===== src/rtl/rc5_pkg.sv =====
// Shared RC5 definitions: default geometry, rotate width, magic constants and
// the decryptor state encoding. Used by rc5_rotr and rc5_decrypt.
package rc5_pkg;

  localparam int DEF_W = 32;
  localparam int DEF_R = 12;
  localparam int DEF_T = 2 * DEF_R + 2;
  localparam int ROTW  = $clog2(DEF_W);

  // Key-schedule constants, kept here so the key-mixer uses the same values
  localparam logic [31:0] P32 = 32'hB7E1_5163;
  localparam logic [31:0] Q32 = 32'h9E37_79B9;

  typedef enum logic [2:0] {
    IDLE    = 3'd0,
    LOAD    = 3'd1,
    WAIT_S  = 3'd2,
    READ_S  = 3'd3,
    SUB     = 3'd4,
    ROT     = 3'd5,
    FIN_SUB = 3'd6,
    DONE    = 3'd7
  } rc5DecState_t;

endpackage


===== src/rtl/rc5_rotr.sv =====
// Combinational W-bit right rotator; a rotate amount of zero is the identity.
module rc5_rotr
  import rc5_pkg::*;
#(
  parameter  int W  = DEF_W,
  localparam int RW = $clog2(W)
) (
  input  logic [W-1:0]  iData,
  input  logic [RW-1:0] iRot,
  output logic [W-1:0]  oData
);

  // Shifting the doubled word right lets the wrapped bits fall into the low half
  assign oData = W'({iData, iData} >> iRot);

endmodule


===== src/rtl/rc5_decrypt.sv =====
// Iterative RC5-W/R decryption core: one half-round per four cycles using a
// single subtractor and one shared right-rotator; reads S[2R+1] down to S[0]
// from the synchronous key RAM. Optional abort input under RC5_DEC_ABORT_EN.
module rc5_decrypt
  import rc5_pkg::*;
#(
  parameter  int W   = DEF_W,
  parameter  int R   = DEF_R,
  localparam int T   = 2 * R + 2,
  localparam int AW  = $clog2(T),
  localparam int RTW = $clog2(W),
  localparam int CW  = $clog2(R + 1)
) (
  input  logic          clk,
  input  logic          rst,
  input  logic          iStart,
  input  logic [W-1:0]  iA,
  input  logic [W-1:0]  iB,
`ifdef RC5_DEC_ABORT_EN
  input  logic          iAbort,
`endif
  output logic [AW-1:0] oS_address,
  input  logic [W-1:0]  iS_sub_i,
  output logic [W-1:0]  oA,
  output logic [W-1:0]  oB,
  output logic          oDone
);

  rc5DecState_t   state_r;
  rc5DecState_t   stateNext_s;
  logic [W-1:0]   aWork_r;
  logic [W-1:0]   bWork_r;
  logic [AW-1:0]  addr_r;
  logic [CW-1:0]  round_r;
  logic           tgtA_r;
  logic           done_r;

  logic           abort_s;
  logic           finalMode_s;
  logic           lastAddr_s;
  logic           doLoad_s;
  logic           doSub_s;
  logic           doRot_s;
  logic           doFin_s;
  logic [W-1:0]   rotIn_s;
  logic [RTW-1:0] rotAmt_s;
  logic [W-1:0]   rotOut_s;
  logic [W-1:0]   subRes_s;

`ifdef RC5_DEC_ABORT_EN
  assign abort_s = iAbort && (state_r != IDLE);
`else
  assign abort_s = 1'b0;
`endif

  assign finalMode_s = (round_r == CW'(0));
  assign lastAddr_s  = (addr_r == AW'(0));

  // State register; reset and abort both return to IDLE
  always_ff @(posedge clk) begin
    if (rst || abort_s) begin
      state_r <= IDLE;
    end else begin
      state_r <= stateNext_s;
    end
  end

  // Next-state decode
  always_comb begin
    stateNext_s = state_r;
    case (state_r)
      IDLE: begin
        if (iStart) stateNext_s = LOAD;
        else        stateNext_s = IDLE;
      end
      LOAD:   stateNext_s = WAIT_S;
      WAIT_S: stateNext_s = READ_S;
      READ_S: begin
        if (finalMode_s) stateNext_s = FIN_SUB;
        else             stateNext_s = SUB;
      end
      SUB:    stateNext_s = ROT;
      ROT:    stateNext_s = WAIT_S;
      FIN_SUB: begin
        if (lastAddr_s) stateNext_s = DONE;
        else            stateNext_s = WAIT_S;
      end
      DONE: begin
        if (iStart) stateNext_s = LOAD;
        else        stateNext_s = DONE;
      end
      default: stateNext_s = IDLE;
    endcase
  end

  // Per-state datapath controls and the shared subtract/rotate operand muxes
  always_comb begin
    doLoad_s = 1'b0;
    doSub_s  = 1'b0;
    doRot_s  = 1'b0;
    doFin_s  = 1'b0;
    case (state_r)
      LOAD:    doLoad_s = 1'b1;
      SUB:     doSub_s  = 1'b1;
      ROT:     doRot_s  = 1'b1;
      FIN_SUB: doFin_s  = 1'b1;
      default: doLoad_s = 1'b0;
    endcase
    if (tgtA_r) begin
      rotIn_s  = aWork_r;
      rotAmt_s = bWork_r[RTW-1:0];
      subRes_s = aWork_r - iS_sub_i;
    end else begin
      rotIn_s  = bWork_r;
      rotAmt_s = aWork_r[RTW-1:0];
      subRes_s = bWork_r - iS_sub_i;
    end
  end

  rc5_rotr #(
    .W (W)
  ) uRotr (
    .iData (rotIn_s),
    .iRot  (rotAmt_s),
    .oData (rotOut_s)
  );

  // Working registers, key address, round counter and result flag.
  // The final pair of subtracts reuses the target toggle: B at address 1, then A.
  always_ff @(posedge clk) begin
    if (rst || abort_s) begin
      aWork_r <= '0;
      bWork_r <= '0;
      addr_r  <= '0;
      round_r <= '0;
      tgtA_r  <= 1'b0;
      done_r  <= 1'b0;
    end else if (doLoad_s) begin
      aWork_r <= iA;
      bWork_r <= iB;
      addr_r  <= AW'(T - 1);
      round_r <= CW'(R);
      tgtA_r  <= 1'b0;
      done_r  <= 1'b0;
    end else if (doSub_s || doFin_s) begin
      if (tgtA_r) aWork_r <= subRes_s;
      else        bWork_r <= subRes_s;
      if (doFin_s) begin
        tgtA_r <= ~tgtA_r;
        if (lastAddr_s) done_r <= 1'b1;
        else            addr_r <= addr_r - AW'(1);
      end else begin
        tgtA_r <= tgtA_r;
      end
    end else if (doRot_s) begin
      if (tgtA_r) begin
        aWork_r <= rotOut_s ^ bWork_r;
        round_r <= round_r - CW'(1);
      end else begin
        bWork_r <= rotOut_s ^ aWork_r;
      end
      addr_r <= addr_r - AW'(1);
      tgtA_r <= ~tgtA_r;
    end else begin
      done_r <= done_r;
    end
  end

  assign oA         = aWork_r;
  assign oB         = bWork_r;
  assign oS_address = addr_r;
  assign oDone      = done_r;

endmodule


===== config.mk =====
export PLATFORM = sky130hd
export DESIGN_NAME = rc5_decrypt
export DESIGN_NICKNAME = d
export VERILOG_FILES = /design/src/rtl/rc5_pkg.sv /design/src/rtl/rc5_rotr.sv /design/src/rtl/rc5_decrypt.sv
export SDC_FILE = /design/constraint.sdc
export NUM_CORES = 1
export LEC_CHECK = 0
export CORE_ASPECT_RATIO = 0.75
export CORE_MARGIN = 2
export CORE_UTILIZATION = 49
export DETAILED_ROUTE_END_ITERATION = 8
export HOLD_SLACK_MARGIN = 0.1
export PLACE_DENSITY_LB_ADDON = 0.1
export SYNTH_ARGS = -nofsm -noshare
export SYNTH_HDL_FRONTEND = slang
export SYNTH_SLANG_ARGS = --single-unit

===== constraint.sdc =====
create_clock -name clk -period 3.6 [get_ports clk]
set_clock_uncertainty 0.1 [all_clocks]
set_input_delay 0.72 -clock clk [delete_from_list [all_inputs] [get_ports clk]]
set_output_delay 0.72 -clock clk [all_outputs]
set_load 0.005 [all_outputs]

==> results.md <==
- Mapped cell area: 8940 sq um
- Post-synthesis simple-gate area fraction: 0.153
- CP Launch Point: tgtA_r
- Peak VDD IR: 0.000369 V
- Final WL: 35.2 mm
- P&R area growth vs syn: 42.1%
- Fmax: 0.279 GHz
- Max incr delay on CP: 0.43 ns
- Slew HR: 0.400
- Row cnt: 42
- Worst hold endpoint: oDone
- Total track usage: 0.351
- DR WL/cell: 20.6 um
- Max Cap Viol: 0
- Leak: 0.00538 uW
- Drc violations: 0
- Critical Path End Type: flop
- # nets final: 1602
- Die area: 19300 sq um
- Setup violators final: 0
- Final non-filler cell total: 1712
- Vias in the first global route: 9378
- Async SR Flop Fraction: 0
- Synth Register Bits: 78
- Skew-Pair Late Insertion Delay: 0.35 ns
- R2R Path Start: tgtA_r
- Area of placed instances: 12000 sq um
- CP Max Fanout: 6
- I/O Buffers: 168
- Xor/xnor share of the synthesized area: 0.0853
- Via count of the routed design: 10300
- RSZ-0062 raised after global routing: yes
- Io pins: 169
- Post-Syn Instances: 1179
- Worst reg2reg setup slack: 0.01 ns
- Drt initial violations: 983
- PnR Total Power: 6630 uW
- Hold path cells: 2
- Leading area contributor after synthesis: dfxtp_1
- Compound-cell area share of the yosys netlist: 0.244
- Fillcell total: 1500
- Final hold violations: 0
- GRT overflow: 0
- Outcome: finished clean
- WP data arrival: 3.73 ns
- Number of flops mapped to enable cells by yosys: 0
- Commonest cells after routing, fill and taps aside: buf_4 (185), clkdlybuf4s50_1 (167), mux2i_1 (127)
- CTS tree: done
- Post-synthesis cell type count: 70
- CTS buffer count: 9
- Die width: 160 um
- Clock sink total: 78
- Critical Path Start Type: flop
- Via density: 6.03
- Drt first pass iters: 8
- Starting Density: 0.503
- Hold Crit Class: flop to flop
- Critical path required time: 3.74 ns
- Worst Min Path Start: oDone
- Antenna Cells: 0
- Post-synth top area share: 0.175
- Worst-path cell chain: buf_12, buf_4, mux2i_1, inv_1, ha_1, nand2b_1, a21oi_2, o211a_1, o21ai_0, buf_4, a211o_1, buf_4, a21oi_1, nor3_1, nand3b_1, a221oi_1
- Dpl cells: 1686
- First-pass GRT wire length: 53.4 mm
- Syn_area_per_cell: 7.58 sq um
- Yosys warns: 0
- Root Buffer: clkbuf_16
- Mux cell area share after synthesis: 0.216
- Initial antenna violation count: 0
- Core area: 17800 sq um
- Leading register cell type out of synthesis: dfxtp_1
- Reg clk slew, reported paths: 0.07 ns
- WS Path Type: flop to flop
- CTS max path bufs: 2
- Post-DP HPWL: 27.5 mm
- Placer congestion estimate: 1.00
- Post-route minimum period: 3.59 ns
- Max-slew violations: 0
- R2R depth: 16
- Power Dens Cells: 522 nW/um^2
- Die height: 121 um
- Share of cells above drive strength 1: 0.205
- Syn_nets: 1316
- Post-route ant nets: 0
- CP max stage cell: dfxtp_4
- CTS HTree Levels: 3
- Adder-Cell Fraction of Synth Area: 0.0540
- Most used cell, CP: buf_4
- Area contributors post-synth: dfxtp_1 (17%), mux2i_1 (17%), xor2_1 (6.2%)
- Worst reg2reg endpoint: oA[27]
- Final instance area: 12700 sq um
- Largest family of logic cells by synthesized area: compound AO/OA/AOI/OAI gates
- Commonest non-fill, non-tap cell in the layout: buf_4
- Sequential fraction of the synthesis area: 0.175
- Crit share post-route: 0.997
- Largest net degree at the start of global routing: 48
- Worst slew pin tran: 0.875 ns
==> per-layer routing <==
layer	up-vias	part of all wire	global-route usage
met3	62	0.10	0.0584
li1	4885	-	-
met5	-	0	0
met2	580	0.43	0.535
met1	4791	0.44	0.503
met4	0	0.032	0.116
==> critical path, delay by kind of cell (launching register included) <==
family                   cells  cell delay [ns]
AO/OA/AOI/OAI                6             1.30
buffers and inverters        5             0.67
flip-flops                   1             0.43
AND/OR/NAND/NOR              3             0.40
multiplexers                 1             0.29
adder cells (fa/ha/maj)      1             0.28
==> logic make-up (layout without fill, tap and decap cells) <==
logic type,Yosys count,after routing
buffers and inverters,156,447
AND/OR/NAND/NOR,301,301
flip-flops,78,78
AO/OA/AOI/OAI,342,342
adder cells (fa/ha/maj),38,38
XOR/XNOR,87,87
multiplexers,177,177
==> Yosys cell counts, types with 10 or more instances <==
cell type / number
ha_1: 37
nor2_1: 97
xor2_1: 63
o22ai_1: 32
nand3_1: 15
inv_1: 71
nand4_1: 10
a31oi_1: 10
nand2_1: 98
mux2i_1: 148
clkbuf_1: 50
a21oi_1: 101
dfxtp_1: 78
o21ai_0: 62
buf_2: 18
xnor2_1: 24
mux2_2: 17
a21o_1: 12
nor3_1: 31
nand2b_1: 10
a211oi_1: 49
o211ai_1: 10
mux4_2: 10
==> power breakdown <==
part	switching [uW]	leakage, uW	internal [uW]	total (uW)
Clock	405	0.000138	510	916
Sequential	186	0.000640	1010	1190
Combinational	2420	0.00460	2110	4530
==> cell type report <==
type,count,area [sq um],share of cell area
Timing Repair Buffer,360,3200,0.252
Inverter,71,267,0.0210
Sequential cell,78,1570,0.123
Multi-Input combinational cell,945,7070,0.557
Clock buffer,11,253,0.0199
Tap cell,242,303,0.0238
Clock inverter,5,41.3,0.00325
==> per-stage QoR <==
| stage | setup slack, ns | setup TNS [ns] | utilization | hold slack, ns |
|---|---|---|---|---|
| 2_1_floorplan | 0.148 | 0 | - | 0.363 |
| 3_3_place_gp | -0.422 | -4.81 | 0.674 | 0.356 |
| 3_5_place_dp | -0.453 | -6.42 | 0.674 | 0.372 |
| 4_1_cts | 0.0104 | 0 | 0.694 | 0.383 |
| 5_1_grt | -0.120 | -0.616 | 0.715 | 0.403 |
| 6_report | 0.0116 | 0 | 0.715 | 0.377 |
==> worst max-delay path by stage <==
| stage | endpoint | slack, ns | cells after the start |
|---|---|---|---|
| floorplan | oB[29] | 0.15 | 15 |
| global placement | oA[28] | -0.42 | 13 |
| detailed placement | oB[28] | -0.45 | 13 |
| CTS | oB[29] | 0.01 | 15 |
| global route | oB[27] | -0.12 | 16 |
| finish | oA[27] | 0.01 | 16 |
==> repair_timing <==
action,4_1_cts,5_1_grt
setup buffers,0,9
setup endpoints to repair,19,49
gates resized for setup,14,61
pin swaps,0,7
cloned,0,1
hold buffers,0,0
==> sequential cells by signal (all words and copies together) (netlist names) <==
name / flops
tgtA_r: 1
state_r: 3
oS_address: 5
oDone: 1
oB: 32
round_r: 4
oA: 32
Note: power is estimated with default switching activity, not from simulation.
